### config.mk
export PLATFORM = sky130hd
export DESIGN_NAME = mb_bank_arbiter_flat
export DESIGN_NICKNAME = d
export VERILOG_FILES = /design/src/rtl/mb_bank_arbiter_if.sv /design/src/rtl/mb_bank_arbiter.sv /design/src/flat_wrapper.sv
export SDC_FILE = /design/constraint.sdc
export NUM_CORES = 1
export LEC_CHECK = 0
export CAP_MARGIN = 20
export CELL_PAD_IN_SITES_DETAIL_PLACEMENT = 0
export CELL_PAD_IN_SITES_GLOBAL_PLACEMENT = 1
export CORE_MARGIN = 10
export CORE_UTILIZATION = 34
export DETAILED_ROUTE_END_ITERATION = 8
export PLACE_DENSITY = 0.87
export SLEW_MARGIN = 20
export SYNTH_ARGS = -nofsm -noshare
export SYNTH_HDL_FRONTEND = slang
export SYNTH_SLANG_ARGS = --single-unit
### constraint.sdc
create_clock -name clk -period 3.91 [get_ports clk]
set_input_delay 0.782 -clock clk [delete_from_list [all_inputs] [get_ports clk]]
set_output_delay 0.782 -clock clk [all_outputs]
set_load 0.005 [all_outputs]
### src/rtl/mb_bank_arbiter_if.sv
// Bus bundle between requesters, the per-bank arbiter and the bank storage.
// The slave view belongs to the arbiter; the master view is its surroundings.
interface mb_bank_arbiter_if #(
   parameter int REQUESTERS = 3,
   parameter int DATA_WIDTH = 17,
   parameter int ADDR_WIDTH = 17
);
   logic [REQUESTERS-1:0]            rq_valid;
   logic [REQUESTERS-1:0]            rq_we;
   logic [REQUESTERS*ADDR_WIDTH-1:0] rq_addr;
   logic [REQUESTERS*DATA_WIDTH-1:0] rq_wdata;
   logic [REQUESTERS-1:0]            rq_ready;
   logic                             mem_ready;
   logic                             mem_en;
   logic                             mem_we;
   logic [ADDR_WIDTH-1:0]            mem_addr;
   logic [DATA_WIDTH-1:0]            mem_wdata;
   logic [DATA_WIDTH-1:0]            mem_rdata;
   logic [REQUESTERS-1:0]            rsp_valid;
   logic [DATA_WIDTH-1:0]            rsp_rdata;
   logic [31:0]                      txn_cnt;
   logic [REQUESTERS-1:0]            timeout;

   modport slave (
      input  rq_valid, rq_we, rq_addr, rq_wdata, mem_ready, mem_rdata,
      output rq_ready, mem_en, mem_we, mem_addr, mem_wdata,
             rsp_valid, rsp_rdata, txn_cnt, timeout
   );

   modport master (
      output rq_valid, rq_we, rq_addr, rq_wdata, mem_ready, mem_rdata,
      input  rq_ready, mem_en, mem_we, mem_addr, mem_wdata,
             rsp_valid, rsp_rdata, txn_cnt, timeout
   );
endinterface

### src/rtl/mb_bank_arbiter.sv
// Round-robin arbiter in front of one single-port memory bank: grants one requester per
// cycle, rebases the address to the bank, tags reads for their 1-cycle response.
module mb_bank_arbiter #(
   parameter int REQUESTERS = 3,
   parameter int BANKS      = 2,
   parameter int BANK_ID    = 0,
   parameter int DATA_WIDTH = 17,
   parameter int ADDR_WIDTH = 17,
   parameter int TIME_OUT   = 3000
) (
   input  logic             clk,
   input  logic             rst,
   mb_bank_arbiter_if.slave bus
);
   localparam int PW = (REQUESTERS > 1) ? $clog2(REQUESTERS) : 1;
   localparam int WW = $clog2(TIME_OUT + 1);
   localparam longint BANK_SIZE = (((longint'(1) << ADDR_WIDTH) - 1) / BANKS) + 1;
   localparam logic [ADDR_WIDTH-1:0] BANK_BASE = ADDR_WIDTH'(BANK_SIZE * BANK_ID);
   localparam logic [PW:0]   REQ_N     = (PW+1)'(REQUESTERS);
   localparam logic [PW-1:0] LAST_ID   = PW'(REQUESTERS - 1);
   localparam logic [WW-1:0] WAIT_MAX  = WW'(TIME_OUT);
   localparam logic [WW-1:0] WAIT_TRIP = WW'(TIME_OUT - 1);

   logic [PW-1:0]         rr_ptr;
   logic [PW-1:0]         grant_id;
   logic                  grant;
   logic                  tag_valid;
   logic [PW-1:0]         tag_id;
   logic                  sel_we;
   logic [ADDR_WIDTH-1:0] sel_addr;
   logic [DATA_WIDTH-1:0] sel_wdata;
   logic [31:0]           txn_cnt_q;
   logic [WW-1:0]         wait_cnt [REQUESTERS];
   logic [REQUESTERS-1:0] timeout_q;

   // First valid requester at or after rr_ptr, wrapping modulo REQUESTERS.
   always_comb begin : scan
      logic       found;
      logic [PW:0] idx;
      found    = 1'b0;
      grant_id = '0;
      idx      = '0;
      for (int k = 0; k < REQUESTERS; k++) begin
         idx = {1'b0, rr_ptr} + (PW+1)'(k);
         if (idx >= REQ_N) idx = idx - REQ_N;
         if (!found && bus.rq_valid[idx[PW-1:0]]) begin
            found    = 1'b1;
            grant_id = idx[PW-1:0];
         end
      end
      grant = found && bus.mem_ready && !rst;
   end

   always_comb begin
      sel_we        = 1'b0;
      sel_addr      = '0;
      sel_wdata     = '0;
      bus.rq_ready  = '0;
      bus.rsp_valid = '0;
      for (int k = 0; k < REQUESTERS; k++) begin
         if (grant_id == PW'(k)) begin
            sel_we    = bus.rq_we[k];
            sel_addr  = bus.rq_addr[k*ADDR_WIDTH +: ADDR_WIDTH];
            sel_wdata = bus.rq_wdata[k*DATA_WIDTH +: DATA_WIDTH];
         end
         bus.rq_ready[k]  = grant && (grant_id == PW'(k));
         bus.rsp_valid[k] = tag_valid && !rst && (tag_id == PW'(k));
      end
   end

   assign bus.mem_en    = grant;
   assign bus.mem_we    = sel_we;
   assign bus.mem_addr  = sel_addr - BANK_BASE;
   assign bus.mem_wdata = sel_wdata;
   assign bus.rsp_rdata = bus.mem_rdata;
   assign bus.txn_cnt   = txn_cnt_q;
   assign bus.timeout   = timeout_q;

   always_ff @(posedge clk) begin
      if (rst) begin
         rr_ptr    <= '0;
         tag_valid <= 1'b0;
         tag_id    <= '0;
         txn_cnt_q <= '0;
         timeout_q <= '0;
         for (int k = 0; k < REQUESTERS; k++) wait_cnt[k] <= '0;
      end else begin
         tag_valid <= grant && !sel_we;
         tag_id    <= grant_id;
         if (grant) begin
            rr_ptr <= (grant_id == LAST_ID) ? '0 : grant_id + 1'b1;
            if (txn_cnt_q != '1) txn_cnt_q <= txn_cnt_q + 32'd1;
         end
         // Starvation: count cycles spent valid but not granted; the flag is sticky.
         for (int k = 0; k < REQUESTERS; k++) begin
            if (!bus.rq_valid[k] || bus.rq_ready[k]) begin
               wait_cnt[k] <= '0;
            end else begin
               if (wait_cnt[k] == WAIT_TRIP) timeout_q[k] <= 1'b1;
               if (wait_cnt[k] != WAIT_MAX) wait_cnt[k] <= wait_cnt[k] + 1'b1;
            end
         end
      end
   end
endmodule
### src/flat_wrapper.sv
// flat-port wrapper written by rule: the top's interface ports become plain ports
module mb_bank_arbiter_flat 
#(
   parameter int REQUESTERS = 3,
   parameter int BANKS      = 2,
   parameter int BANK_ID    = 0,
   parameter int DATA_WIDTH = 17,
   parameter int ADDR_WIDTH = 17,
   parameter int TIME_OUT   = 3000
)
  (clk, rst, bus_rq_valid, bus_rq_we, bus_rq_addr, bus_rq_wdata, bus_mem_ready, bus_mem_rdata, bus_rq_ready, bus_mem_en, bus_mem_we, bus_mem_addr, bus_mem_wdata, bus_rsp_valid, bus_rsp_rdata, bus_txn_cnt, bus_timeout);
  mb_bank_arbiter_if #(.REQUESTERS(REQUESTERS), .DATA_WIDTH(DATA_WIDTH), .ADDR_WIDTH(ADDR_WIDTH)) bus_i ();
  input  logic clk;
  input  logic rst;
  input wire logic [$bits(bus_i.rq_valid)-1:0] bus_rq_valid;
  input wire logic [$bits(bus_i.rq_we)-1:0] bus_rq_we;
  input wire logic [$bits(bus_i.rq_addr)-1:0] bus_rq_addr;
  input wire logic [$bits(bus_i.rq_wdata)-1:0] bus_rq_wdata;
  input wire logic [$bits(bus_i.mem_ready)-1:0] bus_mem_ready;
  input wire logic [$bits(bus_i.mem_rdata)-1:0] bus_mem_rdata;
  output wire logic [$bits(bus_i.rq_ready)-1:0] bus_rq_ready;
  output wire logic [$bits(bus_i.mem_en)-1:0] bus_mem_en;
  output wire logic [$bits(bus_i.mem_we)-1:0] bus_mem_we;
  output wire logic [$bits(bus_i.mem_addr)-1:0] bus_mem_addr;
  output wire logic [$bits(bus_i.mem_wdata)-1:0] bus_mem_wdata;
  output wire logic [$bits(bus_i.rsp_valid)-1:0] bus_rsp_valid;
  output wire logic [$bits(bus_i.rsp_rdata)-1:0] bus_rsp_rdata;
  output wire logic [$bits(bus_i.txn_cnt)-1:0] bus_txn_cnt;
  output wire logic [$bits(bus_i.timeout)-1:0] bus_timeout;
  assign bus_i.rq_valid = bus_rq_valid;
  assign bus_i.rq_we = bus_rq_we;
  assign bus_i.rq_addr = bus_rq_addr;
  assign bus_i.rq_wdata = bus_rq_wdata;
  assign bus_i.mem_ready = bus_mem_ready;
  assign bus_i.mem_rdata = bus_mem_rdata;
  assign bus_rq_ready = bus_i.rq_ready;
  assign bus_mem_en = bus_i.mem_en;
  assign bus_mem_we = bus_i.mem_we;
  assign bus_mem_addr = bus_i.mem_addr;
  assign bus_mem_wdata = bus_i.mem_wdata;
  assign bus_rsp_valid = bus_i.rsp_valid;
  assign bus_rsp_rdata = bus_i.rsp_rdata;
  assign bus_txn_cnt = bus_i.txn_cnt;
  assign bus_timeout = bus_i.timeout;
  mb_bank_arbiter #(.REQUESTERS(REQUESTERS), .BANKS(BANKS), .BANK_ID(BANK_ID), .DATA_WIDTH(DATA_WIDTH), .ADDR_WIDTH(ADDR_WIDTH), .TIME_OUT(TIME_OUT)) u_core (.clk(clk), .rst(rst), .bus(bus_i));
endmodule
* Word-level counts from Yosys, hierarchy flattened
Memory sizes are Yosys's and may differ from the RTL's.
Cells that the tools add are included.
** Word-level totals
- Memory bits (writable) :: 36
- Logic and storage cells :: 126
- Output and inout port bits :: 94
- Bits of input ports :: 128
- Register bits after elaboration :: 40
- Memories :: 1
** Memories
- u_core.wait_cnt :: words 3, bits a word 12, read ports 3, clocked after memory_dff 0, write ports 3, line mb_bank_arbiter.sv:33 : logic [WW-1:0] wait_cnt [REQUESTERS];
** Cells by class
- Add/sub/neg operators :: 10
- Equality and inequality tests :: 11
- Muxes and demuxes :: 54
- Reduce and logical (&&, ||, !) cells :: 28
- $lt $le $gt $ge :: 6
- Bitwise gates (word level) :: 9
** Operators by type and width (number)
- two-way mux 17 bit :: 6
- two-way mux 12 bit :: 6
- adder 12 x 1 -> 12 bit, second input constant :: 3
- equality test 12 bit, second input constant :: 3
- inequality test 12 bit, second input constant :: 3
- adder 32 x 1 -> 32 bit, second input constant :: 1
- two-way mux 1 bit :: 32
- inequality test 32 bit, second input constant :: 1
- two-way mux 2 bit :: 7
- logical AND 1 bit :: 12
- less-than comparator 2 x 3 -> 1 bit, second input constant :: 3
- AND reduction 2 bit :: 4
- logical NOT 1 bit :: 7
- binary-select mux 1 bit (select 2 bit) :: 3
- greater-or-equal comparator 3 x 2 -> 1 bit, second input constant :: 2
- OR 1 bit :: 6
- subtractor 2 bit, second input constant :: 3
- equality test 2 x 1 -> 1 bit, second input constant :: 2
- equality test 2 bit, second input constant :: 2
- logical NOT 2 bit :: 2
- adder 2 x 1 -> 3 bit, second input constant :: 1
- adder 2 x 2 -> 3 bit, second input constant :: 1
- logical OR 1 bit :: 3
- inverter 1 bit :: 3
- 2 further kinds :: 2

* Depth between registers and ports, before layout
Gate-level depths: netlist (run 1).
- Word-level depth :: 20
- Mapped depth :: 9
- Mapped depth without buffers :: 8

* Worst setup path before layout (run 1)
OpenSTA, ideal clock, no wires.
- Path kind :: input to output
- From :: in bus_rq_valid[2]
- To :: out bus_mem_wdata[11]
- Setup slack :: 0.812 ns
- Cell stages on the path :: 8
- Data required time :: 3.128 ns
- Arrival time :: 2.316 ns
- Cell sequence :: buf_2 mux2_2 mux2i_4 a22o_1 clkbuf_1 nand3_1 buf_2 o221a_2
** Between the ends
- Longest elaborated chain between the ends :: 13
- Elaborated cells on any way between the ends :: 21
- Those cells by class :: 2 x eq/ne; 14 x mux; 5 x reduce/logical
** RTL lines
- from (decl) :: line flat_wrapper.sv:15 : input wire logic [$bits(bus_i.rq_valid)-1:0] bus_rq_valid;
- binary-select mux 1 bit (select 2 bit) :: line mb_bank_arbiter.sv:46 : if (!found && bus.rq_valid[idx[PW-1:0]]) begin
- two-way mux 1 bit (implied by the code) :: line mb_bank_arbiter.sv:46
- two-way mux 1 bit :: line mb_bank_arbiter.sv:46
- logical NOT 1 bit :: line mb_bank_arbiter.sv:46
- logical AND 1 bit :: line mb_bank_arbiter.sv:46
- two-way mux 1 bit :: line mb_bank_arbiter.sv:46
- logical NOT 1 bit :: line mb_bank_arbiter.sv:46
- logical AND 1 bit :: line mb_bank_arbiter.sv:46
- two-way mux 2 bit * :: line mb_bank_arbiter.sv:46
- logical NOT 2 bit :: line mb_bank_arbiter.sv:61 : if (grant_id == PW'(k)) begin
- two-way mux 17 bit (2 in series) :: line mb_bank_arbiter.sv:61
- two-way mux 17 bit * :: line mb_bank_arbiter.sv:61
- to (decl) :: line flat_wrapper.sv:25 : output wire logic [$bits(bus_i.mem_wdata)-1:0] bus_mem_wdata;
Mark *: on every way between the ends. The rest lies on a longest branch, timed or not. The select of a mux whose other input is x is not followed.

* Worst setup path after layout (run 1)
- From :: in bus_rq_valid[0]
- To :: out bus_mem_wdata[10]
Same word-level chain as after synthesis.

==> reports/results.ini, run 1 <==
[yosys]
avgSynthCellArea_um2=8.44
synthArstFlopShare=0
synth_area_um2=5370
synth_ff_type=dfxtp_1
synthTopCellsByCount=nor2_1 (73), nand3_1 (46), nand2_1 (43), dfxtp_1 (40), edfxtp_1 (36)
synth-seq-cells=76
synthCells=636
synthTopCellsByArea=edfxtp_1 (20%), dfxtp_1 (15%), nor2_1 (5.1%)
synth.most_common_cell=nor2_1
yosysTopAreaCellShare=0.201
synth_edf_count=36
synth_fp_nets=775
yosysWarnings=0
yosysUniqueCellTypes=69
yosysSeqAreaShare=0.351
synth_largest_area_cell=edfxtp_1

[grt]
grtUsageTotal=0.160
antenna_found_initial=0
overflow=0
grt_max_degree=56
grt_pass1_wl_mm=28.7
grt_pass1_vias=5569

[final_layout]
final_util=0.510
instances_no_fill=1019
drive_gt1_frac=0.103
antenna_cells=0
nNetsFinal=942
area_growth_pct=45.4

[power_and_ir_drop]
power_switching_mw=1.66
combPwrFrac=0.608
ir_drop_v=0.000540
clkPwrFrac=0.201
seq_power_share=0.191
leakage_nw=2.71
intPower_mw=3.01
power_mw=4.68
switching_share=0.356
p_per_area_nw_per_um2=599

[sta]
rsz0062_at_grt=yes
worst_pin_slew_ns=0.900
period_minus_slack_ns=3.86
finClkSkew_ns=0.00479
drv_slew=0
finalSetupViolations=0
hold_violations=0
max_slew_margin=0.399
timing.final.crit_share=0.988
fmax_ghz=0.259

[clock_network]
cts_tree=done
root_buffer=clkbuf_16
path_clk_slew_ns=0.06
cts_num_sinks=76
postCtsSetupBuffers=0
cts_hold_buf=0
clock_path_buffers=2
h-tree-depth=3
insertion_delay_ns=0.33
cts_buffers=9

[hold_path]
min_from=u_core.bus.timeout[1]
worstHoldPathType=flip-flop to flip-flop

[floorplanning]
initial_core_util=0.351
die_height_um=146
die-area_um2=21200
chipWidth_um=146
core_um2=15300
ioPinCount=222
rows=45

[routing]
drtPass1Iterations=5
num_vias=5498
drt-initial-drc-count=307
wl_per_cell_um=17.2
ant_nets=0
vias_per_cell=5.40
wirelength_mm=17.6
drc=0

[worst_setup_path]
cp.arrival_ns=3.08
cp_max_fo=21
worstSetupStartpoint=bus_rq_valid[0]
reg2reg_from=u_core.rr_ptr[1]
critPathKind=primary input to output port
worstSetupEndpointType=output port
required_ns=3.13
start_kind=primary input

[placement]
portBuffers=187
post-dp-hpwl_mm=13.6
place_inst=1003
place.gp.congestion=0.884

[run]
maxCapViolCount=0

[status]
status=completed

## layout make-up
| cell class | instances | area [um2] |
|---|---|---|
| fillers | 1418 | 7510 |
| repair buffers | 216 | 2140 |
| clock buffers | 10 | 229 |
| multi-input cells | 479 | 3110 |
| clock inverters | 6 | 103 |
| inverters | 21 | 78.8 |
| well taps | 211 | 264 |
| flip-flops and latches | 76 | 1880 |
## sequential cells by signal (all words and copies together), names as in the netlist
register            count
u_core.bus.timeout      3
u_core.bus.txn_cnt     32
u_core.rr_ptr           2
u_core.tag_id           2
u_core.tag_valid        1
u_core.wait_cnt        36
## power groups by stage
| stage | registers (mW) | logic (mW) | clock network [mW] |
|---|---|---|---|
| detailed placement | 0.909 | 2.85 | 0 |
| finish | 0.893 | 2.85 | 0.938 |
| global placement | 0.906 | 2.82 | 0 |
| global route | 0.899 | 3.11 | 0.984 |
| floorplan | 0.900 | 1.33 | 0 |
| CTS | 0.891 | 2.90 | 0.951 |
## metal layers
| metal | wire, um | track usage | up-vias |
|---|---|---|---|
| met4 | 279 | 0.0521 | 0 |
| met1 | 7130 | 0.175 | 2576 |
| li1 | - | - | 2697 |
| met5 | 0 | 0 | - |
| met3 | 1840 | 0.0739 | 17 |
| met2 | 8330 | 0.268 | 208 |
## cell usage in the layout (no fill, tap or decap), types with 4 or more instances in the layout
master           Yosys  layout
nor2_1              73      73
o221a_2             11      11
clkbuf_16            0       9
nand2_1             43      43
clkdlybuf4s50_1      0     180
nor3b_1              5       5
edfxtp_1            36      36
a31oi_1             23      22
a21oi_1             18      18
inv_1               20      20
dfxtp_1             40      40
nand3b_1             4       4
ha_1                11       9
mux2_2               8       8
xor2_1              14      14
buf_4               20      25
nor3_1              19      19
or3_1                5       5
o311ai_0             6       6
nand2b_1            12      12
and4_1               5       4
nand4_1             17      17
nand3_1             46      46
o31ai_1             15      15
o41ai_1              7       7
xnor2_1             16      16
dlymetal6s2s_1       0       7
nor4bb_1             4       4
o21ai_0             29      29
nor4_1               8       8
or4_1               18      18
nor2b_1             13      12
## worst max-delay path, cell delays in order
cell	delay [ns]
clkdlybuf4s50_1	0.43
mux2_2	0.29
mux2i_4	0.20
buf_4	0.15
a22o_2	0.17
buf_4	0.24
nor2_1	0.06
a31oi_1	0.19
clkdlybuf4s50_1	0.55
## stage by stage
step                setup TNS [ns]  setup slack (ns)  hold WS [ns]  area, um2
floorplan                        0             0.812         0.444       5370
global placement                 0           0.00424         0.454       7420
detailed placement          -0.111           -0.0579         0.452       7420
CTS                              0            0.0125         0.463       7770
global route                -0.537           -0.0725         0.498       7810
finish                           0            0.0459         0.460       7810
## path summary, 6_finish.rpt
check	endpoint	slack, ns	depth (start not counted)
setup reg to reg	u_core.wait_cnt[1][5]	0.71	9
hold reg to reg	u_core.bus.timeout[1]	0.46	2
hold / removal	u_core.bus.timeout[1]	0.46	2
setup / recovery	bus_mem_wdata[10]	0.05	9
## logic make-up (layout without fill, tap and decap cells)
| kind of cell | count (synthesis) | count (layout) | share of synthesized area |
|---|---|---|---|
| adders and majority gates | 11 | 11 | 0.0256 |
| buffers and inverters | 81 | 253 | 0.0755 |
| xor gates and xnor gates | 30 | 30 | 0.0489 |
| DFF | 76 | 76 | 0.351 |
| muxes | 13 | 13 | 0.0287 |
| and+or+nand+nor | 290 | 290 | 0.289 |
| AOI/OAI and AO/OA | 135 | 135 | 0.181 |
## repair_timing
| action | in CTS | in global routing |
|---|---|---|
| gates resized for setup | 5 | 12 |
| setup endpoints to repair | 7 | 34 |
| pin swaps | 0 | 2 |
No activity file was read; power rests on OpenSTA's default activity.
==> inputs of run 2 (changes only) <==
--- a/config.mk
+++ b/config.mk
@@ -6,9 +6,10 @@
 export NUM_CORES = 1
 export LEC_CHECK = 0
 export CAP_MARGIN = 20
-export CELL_PAD_IN_SITES_DETAIL_PLACEMENT = 0
+export CELL_PAD_IN_SITES_DETAIL_PLACEMENT = 1
 export CELL_PAD_IN_SITES_GLOBAL_PLACEMENT = 1
-export CORE_MARGIN = 10
+export CORE_ASPECT_RATIO = 1.1
+export CORE_MARGIN = 2
 export CORE_UTILIZATION = 34
 export DETAILED_ROUTE_END_ITERATION = 8
 export PLACE_DENSITY = 0.87
==> reports/results.ini, run 2 (same netlist as run 1, synthesis figures left out) <==
[worst_setup_path]
crit_buf_inv=3  ; -1
r2r_slack_ns=0.86  ; +0.15 ns
cp_max_fo=13  ; -38%
critPathKind=primary input to output port
worstSetupStartpoint=bus_rq_valid[2]
r2r_cells=10  ; +1
crit_family=buffers and inverters
crit_chain=clkdlybuf4s50_1, mux2_2, mux2i_4, o31a_1, nand3_2, buf_12, o221ai_1, clkdlybuf4s50_1
cp.arrival_ns=3.02  ; -0.06 ns
reg2reg_from=u_core.rr_ptr[1]
cp_common_cell=clkdlybuf4s50_1
r2r-end=u_core.wait_cnt[1][9]
slowest_stage=clkdlybuf4s50_1
crit_path_end=bus_mem_wdata[15]
worstSetupEndpointType=output port
start_kind=primary input
required_ns=3.13  ; about the same
slowest_delay_ns=0.54  ; about the same
path_depth=8  ; -1

[final_layout]
area_growth_pct=46.4
drive_gt1_frac=0.105  ; +0.00235
mostFrequentLayoutCells=clkdlybuf4s50_1 (182), nor2_1 (73), nand3_1 (45), nand2_1 (43), dfxtp_1 (40)
final_util=0.505  ; -0.00466
multiInputGateArea_um2=3100  ; -0.28%
fillers=1794  ; +27%
antenna_cells=0  ; unchanged
regArea_um2=1880  ; unchanged
nNetsFinal=943  ; +0.11%
layout_commonest_cell=clkdlybuf4s50_1
largest_register_ffs=36  ; unchanged
largest_register=u_core.wait_cnt

[hold_path]
worstHoldPathType=flip-flop to flip-flop

[routing]
drc=0  ; unchanged
wl_per_cell_um=18.0  ; +4.5%
drt-initial-drc-count=350  ; +14%
ant_nets=0  ; unchanged
drtPass1Iterations=4  ; -1
wirelength_mm=18.2  ; +3.5%
vias_per_cell=5.57  ; +3.2%
num_vias=5620  ; +2.2%

[grt]
grt_util_met3=0.0488  ; -0.0251
grt_pass1_wl_mm=29.2  ; +1.7%
grt_pass1_vias=5719  ; +2.7%
antenna_found_initial=0  ; unchanged
busiest_layer=met2
grt_use_met2=0.387  ; +0.118
grtUsageTotal=0.220  ; +0.0600
grt_max_degree=59  ; +5.4%
grtUsageMet1=0.263  ; +0.0873
overflow=0  ; unchanged

[power_and_ir_drop]
ir_drop_v=0.000505  ; -6.5%
p_per_area_nw_per_um2=607  ; +1.3%
leakage_nw=2.73  ; +0.95%

[sta]
layout_setup_ws_ns=0.109  ; +0.0628 ns
finalSetupViolations=0  ; unchanged
setup_tns_ns=0  ; unchanged
drv_slew=0  ; unchanged
finClkSkew_ns=0.00514  ; +0.000350 ns
rsz0062_at_grt=yes
fmax_ghz=0.263  ; +1.7%
timing.final.crit_share=0.972  ; -0.0161
hold_violations=0  ; unchanged
period_minus_slack_ns=3.80  ; -0.0628 ns
worst_pin_slew_ns=0.972  ; +0.0713 ns
max_slew_margin=0.351  ; -0.0476

[clock_network]
cts_num_sinks=76  ; unchanged
h-tree-depth=3  ; unchanged
cts_hold_buf=0  ; unchanged
path_clk_slew_ns=0.06  ; about the same
clock_path_buffers=2  ; unchanged
insertion_delay_ns=0.34  ; about the same
cts_tree=done
root_buffer=clkbuf_16
cts_buffers=9  ; unchanged

[floorplanning]
rows=48  ; +6.7%
die-area_um2=16800  ; -21%
ioPinCount=222  ; unchanged
initial_core_util=0.345  ; -0.00541
chipWidth_um=124  ; -15%
die_height_um=136  ; -6.8%
core_um2=15600  ; +1.6%

[placement]
place.gp.congestion=0.766  ; -13%
portBuffers=187  ; unchanged
post-dp-hpwl_mm=13.9  ; +2.0%
preCtsSetupSlack_ns=-0.0128  ; +0.0451 ns

[status]
status=completed

[run]
maxCapViolCount=0  ; unchanged

==> run 2: cell types whose count changed in the layout (fill, tap and decap cells not counted), moves of 2 or more <==
cell / change
clkdlybuf4s50_1: +2
clkinv_1: -2
dlymetal6s2s_1: -3
bufinv_16: -2
buf_4: -3
clkbuf_16: +3
buf_12: +4
==> run 2: layer usage <==
metal | vias up | wire, um
met5 | - | 0
met4 | 0 | 443
met3 | 24 | 1090
met2 | 176 | 9370
met1 | 2720 | 7300
li1 | 2700 | -
==> run 2: worst reg2reg max path: stages (launching register included) <==
cell and delay (ns):
dfxtp_1 0.35, inv_1 0.09, ha_2 0.27, mux2_2 0.38
mux2i_4 0.22, o31a_1 0.25, buf_6 0.17, a21oi_2 0.10
buf_4 0.22, or4_1 0.56, buf_4 0.19
==> run 2: worst min path at each step <==
stage | start | end | slack, ns | cells past startpoint
after floorplan | u_core.bus.timeout[0] | u_core.bus.timeout[0] | 0.44 | 2
after global placement | u_core.bus.timeout[0] | u_core.bus.timeout[0] | 0.44 | 2
after detailed placement | u_core.bus.timeout[1] | u_core.bus.timeout[1] | 0.45 | 2
after CTS | u_core.bus.timeout[1] | u_core.bus.timeout[1] | 0.47 | 2
after global routing | u_core.bus.timeout[1] | u_core.bus.timeout[1] | 0.48 | 2
final | u_core.bus.timeout[1] | u_core.bus.timeout[1] | 0.46 | 2
==> run 2: repair_timing <==
action / 4_1_cts / 5_1_grt
gates resized for setup: 1 / 11
endpoints found under the setup margin: 1 / 35
pin swaps: 0 / 2
buffers inserted: 0 / 0
endpoints found under the hold margin: 0 / 0
==> run 2: area by class of cell <==
type                       count  area share
multi-input combinational    479       0.395
timing repair buffer         217       0.279
sequential                    76       0.239
clock buffer                  15      0.0414
tap                          200      0.0318
inverter                      21      0.0100
clock inverter                 1     0.00382
==> run 2: report_power, final <==
| group | internal (mW) | switching (mW) | leakage, nW |
|---|---|---|---|
| logic | 1.58 | 1.32 | 1.79 |
| registers | 0.861 | 0.0348 | 0.765 |
| clock network | 0.636 | 0.330 | 0.175 |
==> run 2: stage by stage <==
stage | hold slack, ns | cell area [um2] | instances | total power [mW]
2_1_floorplan | 0.444 | 5370 | 636 | 2.23
3_3_place_gp | 0.443 | 7470 | 993 | 3.77
3_5_place_dp | 0.455 | 7470 | 993 | 3.82
4_1_cts | 0.467 | 7830 | 1009 | 4.79
5_1_grt | 0.479 | 7860 | 1009 | 5.06
6_report | 0.462 | 7860 | 1009 | 4.77
